File: config.mk
export PLATFORM = sky130hd
export DESIGN_NAME = simple_bus_slave
export DESIGN_NICKNAME = d
export VERILOG_FILES = /design/src/rtl/simple_bus_slave.sv
export SDC_FILE = /design/constraint.sdc
export NUM_CORES = 2
export LEC_CHECK = 0
export BUFFER_PORTS_ARGS = -buffer_cell sky130_fd_sc_hd__buf_2
export CAP_MARGIN = 15
export CORE_ASPECT_RATIO = 0.75
export CORE_MARGIN = 10
export CORE_UTILIZATION = 30
export CTS_CLUSTER_SIZE = 40
export DETAILED_ROUTE_END_ITERATION = 12
export PLACE_DENSITY = 0.48
export SETUP_SLACK_MARGIN = 0.02
export SKIP_LAST_GASP = 1
export SLEW_MARGIN = 10
export SYNTH_ARGS = -nofsm -noshare
export SYNTH_HDL_FRONTEND = slang
export SYNTH_SLANG_ARGS = --single-unit
File: constraint.sdc
create_clock -name clk -period 76.5 [get_ports clk]
set_clock_uncertainty 0.1 [all_clocks]
set_input_delay 7.65 -clock clk [delete_from_list [all_inputs] [get_ports clk]]
set_output_delay 7.65 -clock clk [all_outputs]
set_load 0.02 [all_outputs]
File: src/rtl/simple_bus_slave.sv
// Memory-backed simple_bus slave: registered req/gnt tenure, one 8-bit-addressed
// READ/WRITE/INC per accepted start, completing with a one-cycle rdy pulse.
module simple_bus_slave (
  input  logic       clk,
  input  logic       rst,
  input  logic       req,
  input  logic [7:0] addr,
  input  logic [1:0] mode,
  input  logic       start,
  input  logic [7:0] data_in,
  output logic       gnt,
  output logic       rdy,
  output logic [7:0] data_out,
  output logic       data_oe
);

  typedef enum logic {
    ST_IDLE = 1'b0,
    ST_BUSY = 1'b1
  } state_t;

  localparam logic [1:0] MODE_READ  = 2'b00;
  localparam logic [1:0] MODE_WRITE = 2'b01;
  localparam logic [1:0] MODE_INC   = 2'b10;

  state_t     state_q, state_d;
  logic       gnt_q, gnt_d;
  logic       rdy_q, rdy_d;
  logic       oe_q, oe_d;
  logic [7:0] dout_q, dout_d;
  logic [7:0] addr_q, addr_d;
  logic [1:0] mode_q, mode_d;
  logic [7:0] wdata_q, wdata_d;
  logic [7:0] mem_q [256];
  logic [7:0] mem_d [256];

  // Handshake: start is taken only when the registered grant is high and no
  // operation is in flight; the operation retires on the very next edge.
  always_comb begin
    state_d = state_q;
    gnt_d   = req & (state_q == ST_IDLE);
    rdy_d   = 1'b0;
    oe_d    = 1'b0;
    dout_d  = dout_q;
    addr_d  = addr_q;
    mode_d  = mode_q;
    wdata_d = wdata_q;
    mem_d   = mem_q;
    case (state_q)
      ST_IDLE: begin
        if (start && gnt_q) begin
          addr_d  = addr;
          mode_d  = mode;
          wdata_d = data_in;
          state_d = ST_BUSY;
        end
      end
      ST_BUSY: begin
        state_d = ST_IDLE;
        rdy_d   = 1'b1;
        case (mode_q)
          MODE_READ: begin
            dout_d = mem_q[addr_q];
            oe_d   = 1'b1;
          end
          MODE_WRITE: begin
            mem_d[addr_q] = wdata_q;
          end
          MODE_INC: begin
            mem_d[addr_q] = mem_q[addr_q] + 8'd1;
            dout_d        = mem_q[addr_q];
            oe_d          = 1'b1;
          end
          default: begin
            dout_d = 8'h00;
          end
        endcase
      end
      default: state_d = ST_IDLE;
    endcase
  end

  always_ff @(posedge clk or posedge rst) begin
    if (rst) begin
      state_q <= ST_IDLE;
      gnt_q   <= 1'b0;
      rdy_q   <= 1'b0;
      oe_q    <= 1'b0;
      dout_q  <= 8'h00;
      addr_q  <= 8'h00;
      mode_q  <= 2'b00;
      wdata_q <= 8'h00;
      for (int i = 0; i < 256; i++) mem_q[i] <= 8'h00;
    end else begin
      state_q <= state_d;
      gnt_q   <= gnt_d;
      rdy_q   <= rdy_d;
      oe_q    <= oe_d;
      dout_q  <= dout_d;
      addr_q  <= addr_d;
      mode_q  <= mode_d;
      wdata_q <= wdata_d;
      for (int i = 0; i < 256; i++) mem_q[i] <= mem_d[i];
    end
  end

  assign gnt      = gnt_q;
  assign rdy      = rdy_q;
  assign data_out = dout_q;
  assign data_oe  = oe_q;

endmodule

# Word-level counts from Yosys, hierarchy flattened
# Cells that the tools add are included.
[op_classes]
addsub = 1
multipliers = 0
div = 0
n_lt_le_gt_ge = 2
n_eq_ne = 2
n_shift = 0
mux = 14
n_bitwise = 4
n_reduce_logical = 8
[ops]
columns = ["operator", "n"]
rows = [
  ["$bwmux 2048", 2],
  ["$pmux 2048 s2", 1],
  ["$bmux 8 s8", 1],
  ["$demux 8 s8", 1],
  ["$mux 8", 3],
  ["$pmux 8 s2", 1],
  ["$ge 9x9->1 const B", 1],
  ["$lt 9x1->1 const B", 1],
  ["$not 8->9", 1],
  ["$add 8x1->8 const B", 1],
  ["$reduce_and 2->1", 3],
  ["$mux 1", 4],
  ["$eq 2x1->1 const B", 1],
  ["$eq 2x2->1 const B", 1],
  ["$logic_and 1x1->1", 2],
  ["$logic_not 2->1", 1],
  ["$not 1->1", 2],
  ["$pmux 1 s2", 1],
  ["$reduce_bool 2->1", 1],
  ["$reduce_or 2->1", 1],
  ["$and 1x1->1", 1],
]
[totals]
reg_bits = 2078
latchBits = 0
ramBits = 0
mem_bits_ro = 0
input_bits = 22
out_inout_bits = 11
elab_cells = 295
n_memories = 0

# Longest topological paths before layout
[depth]
depth_word = 7
ltp_mapped = 21
ltp_nobuf = 13

# Worst setup path after synthesis
# Ideal clock, no wire load.
[synth_path]
path_kind = "in2reg"
startpoint = "input port start"
endpoint = "register mode_q[0]"
arrival_time_ns = 8.242
t_required_ns = 76.269
setup_slack_ns = 68.026
stages = 5
path_buffers = 1
path_cell_list = "nand3b_1 clkinv_1 clkbuf_1 nand2_1 o21ai_0"
[synth_via]
elab_chain_cells = 2
[synth_rtl]
columns = ["item", "line", "source"]
rows = [
  ["from (decl)", "9", "input logic start,"],
  ["$logic_and 1x1->1", "51", "if (start && gnt_q) begin"],
  ["$reduce_and 2->1 (no source line)", "-", ""],
  ["to (signal assigned)", "101", "mode_q <= mode_d;"],
  ["to (decl)", "32", "logic [1:0] mode_q, mode_d;"],
]
# Every way passes these cells.
# A chain may end at the register's enable or synchronous reset.

==> metrics.cfg <==
[power_and_ir_drop]
switchingPower_mw=0.8479
p_comb_frac=0.171
p_int_mw=1.903
seqPwrFrac=0.431
p_leak_nw=44.13
p_per_area_nw_per_um2=26.82
peakVddDrop_mv=0.02074
pwr-share-clk=0.398
swShare=0.3082

[clock_tree]
cts_hold_buffers=0
cts_setup_buffers=0
clock-root-buffer=clkbuf_16
cts_made_buffers=216
cts_resized=0
cts_htree_levels=4
clk_latency_ns=0.91
clock_sinks=2078
cts_tree=yes
clockBufferDepth=4
clk_pin_slew_worst_paths_ns=0.06

[worst_setup_path]
crit-reg2reg-launch=addr_q[1]
end_kind=asynchronous set/reset pin
startpoint_type=primary input
crit_start=rst
timing_worst_setup_path_type=in2async
required_ns=77.28
arrival_ns=14.93
crit_path_max_fanout=118

[timing]
slew_headroom=0.05425
clock.fmax_mhz=70.70
slew_viol_final=0
final_hold_viol_count=0
period_share=0.1849
worst_slew_pin_slew_ns=1.419
setup_tns_ns=0
whs_ns=0.3734
setup_violations=0
rsz0062_at_grt=no
timing.final.crit_period_ns=14.14

[yosys]
ys.flop_type=dfrtp_1
yosysTopAreaCell=dfrtp_1
yosys-top-cells-area=dfrtp_1 57%, mux4_2 11%, a21oi_1 6.2%
synth-seq-area-share=0.5719
synth_area_per_cell_um2=10.60
synth_commonest_cells=2,078 x dfrtp_1, 1,381 x nand2_1, 1,361 x nor2_1, 1,118 x a21oi_1, 1,026 x o21ai_0
ys_ff_latch=2078
synth_top_area_frac=0.5719
synth.distinct_cells=80
yosysMostFrequentCell=dfrtp_1
syn_area_um2=90920
synthesis.nets=8602
syn_inst=8576
async_flop_share=1.000
synth_edf_count=0
ys_warn_count=0

[floorplanning]
initial_core_util=0.3024
dieArea_um2=325700
num_rows=174
core_area_um2=300700
die-width_um=655.7
boundaryPins=33
die_h_um=496.8

[grt]
antenna_found_initial=25
grt_start_max_net_pins=185
globalRouteTotalUtil=0.1926
overflow=0
grt_pass1_vias=65290
grt_pass1_wl_um=471300

[hold_path]
min_path_type=reg2reg
min_from=mem_q[1218]

[route]
wl_per_cell_um=25.33
drt-total-wl_um=321800
drc=0
drt_pass1_iterations=8
drtAntennaViolNets=0
num_vias=67290
vias_per_cell=5.297
drt_iter0_drc=6814

[finish]
final_core_util=0.3411
final_layout_size_suffix_gt1_frac=0.1247
area_growth_syn_to_layout_pct=12.81
fin_nets=8504

[flow_run]
drv_cap=0

[status]
outcome=finished clean

[placed_design]
hpwl_um=207100
portBuffers=32
place.gp.congestion=0.8801

-- through the flow --
step	cell area (um^2)	setup WS, ns	total power, mW	instances
finish	102600	62.36	2.751	12700
global route	102500	61.16	2.848	12700
CTS	102500	61.98	2.770	12690
detailed placement	95340	61.07	1.675	12310
global placement	95340	61.26	1.668	12310
floorplan	90920	10.05	1.500	8576
-- layout make-up --
cell class | instances | area, um^2
fillers | 30040 | 198100
flip-flops and latches | 2078 | 52020
multi-input cells | 5966 | 36660
clock buffers | 327 | 6395
well taps | 4048 | 5065
repair buffers | 203 | 1560
clock inverters | 59 | 789.5
inverters | 13 | 58.81
diodes | 10 | 25.02
-- logic make-up after synthesis --
kind of cell             synth area share
AO/OA/AOI/OAI                      0.1422
XOR/XNOR                        0.0003854
adder cells (fa/ha/maj)         0.0005505
buffers and inverters             0.02851
flip-flops                         0.5719
multiplexers                       0.1302
AND/OR/NAND/NOR                    0.1263
-- cells in the final DEF (no fill, tap or decap), types with 9 or more instances in the layout --
cell	synthesis	final
a21oi_1	1118	1118
a221oi_1	19	19
a22o_1	20	20
a22oi_1	147	147
a31oi_1	15	15
and3_1	10	10
buf_12	0	9
buf_2	134	32
buf_4	72	160
bufinv_16	0	17
clkbuf_1	256	56
clkbuf_16	0	218
clkbuf_8	0	53
clkinv_2	0	27
dfrtp_1	2078	2072
diode_2	0	10
inv_1	10	9
mux2i_1	144	140
mux4_2	459	459
nand2_1	1381	1372
nand2_2	0	9
nand3_1	56	52
nand4_1	12	12
nor2_1	1361	1346
nor2_2	0	13
nor2b_1	18	14
nor3_1	15	9
nor4_1	10	9
o2111ai_1	9	9
o211ai_1	13	13
o21ai_0	1026	1025
-- power groups by stage --
stage,combinational (mW),clock [mW],sequential (mW)
after floorplan,0.304,0,1.20
after global placement,0.464,0,1.20
after detailed placement,0.469,0,1.21
after CTS,0.469,1.11,1.19
after global routing,0.497,1.16,1.19
final,0.471,1.09,1.19
-- layer usage --
| layer | up-vias | routed length [um] | global-route usage |
|---|---|---|---|
| li1 | 30000 | - | - |
| met1 | 34450 | 152200 | 0.2922 |
| met2 | 2359 | 132600 | 0.2716 |
| met3 | 481 | 26660 | 0.04369 |
| met4 | 4 | 10420 | 0.05764 |
| met5 | - | 27 | 0 |
-- sequential cells by signal (all words and copies together), names as in the netlist --
| signal | cells |
|---|---|
| mem_q | 2048 |
| rdy | 1 |
| data_oe | 1 |
| addr_q | 8 |
| state_q | 1 |
| data_out | 8 |
| wdata_q | 8 |
| mode_q | 2 |
| gnt | 1 |
-- worst max-delay path: stages --
cell and delay (ns):
buf_2 0.13, inv_8 0.49, buf_4 0.75, buf_4 0.72, buf_4 0.74, buf_4 0.78, buf_4 0.88, buf_4 0.71
buf_4 0.87, buf_4 0.83
-- path summary, 6_finish.rpt --
check | slack [ns] | cells past startpoint | end
max in group clk | 67.14 | 14 | mem_q[2043]
setup / recovery | 62.36 | 10 | mem_q[409]
hold reg to reg | 0.37 | 2 | mem_q[1218]
min in group asynchronous | 6.83 | 2 | mem_q[1128]
hold / removal | 0.37 | 2 | mem_q[1218]
setup reg to reg | 67.14 | 14 | mem_q[2043]
Note: power is estimated with default switching activity, not from simulation.
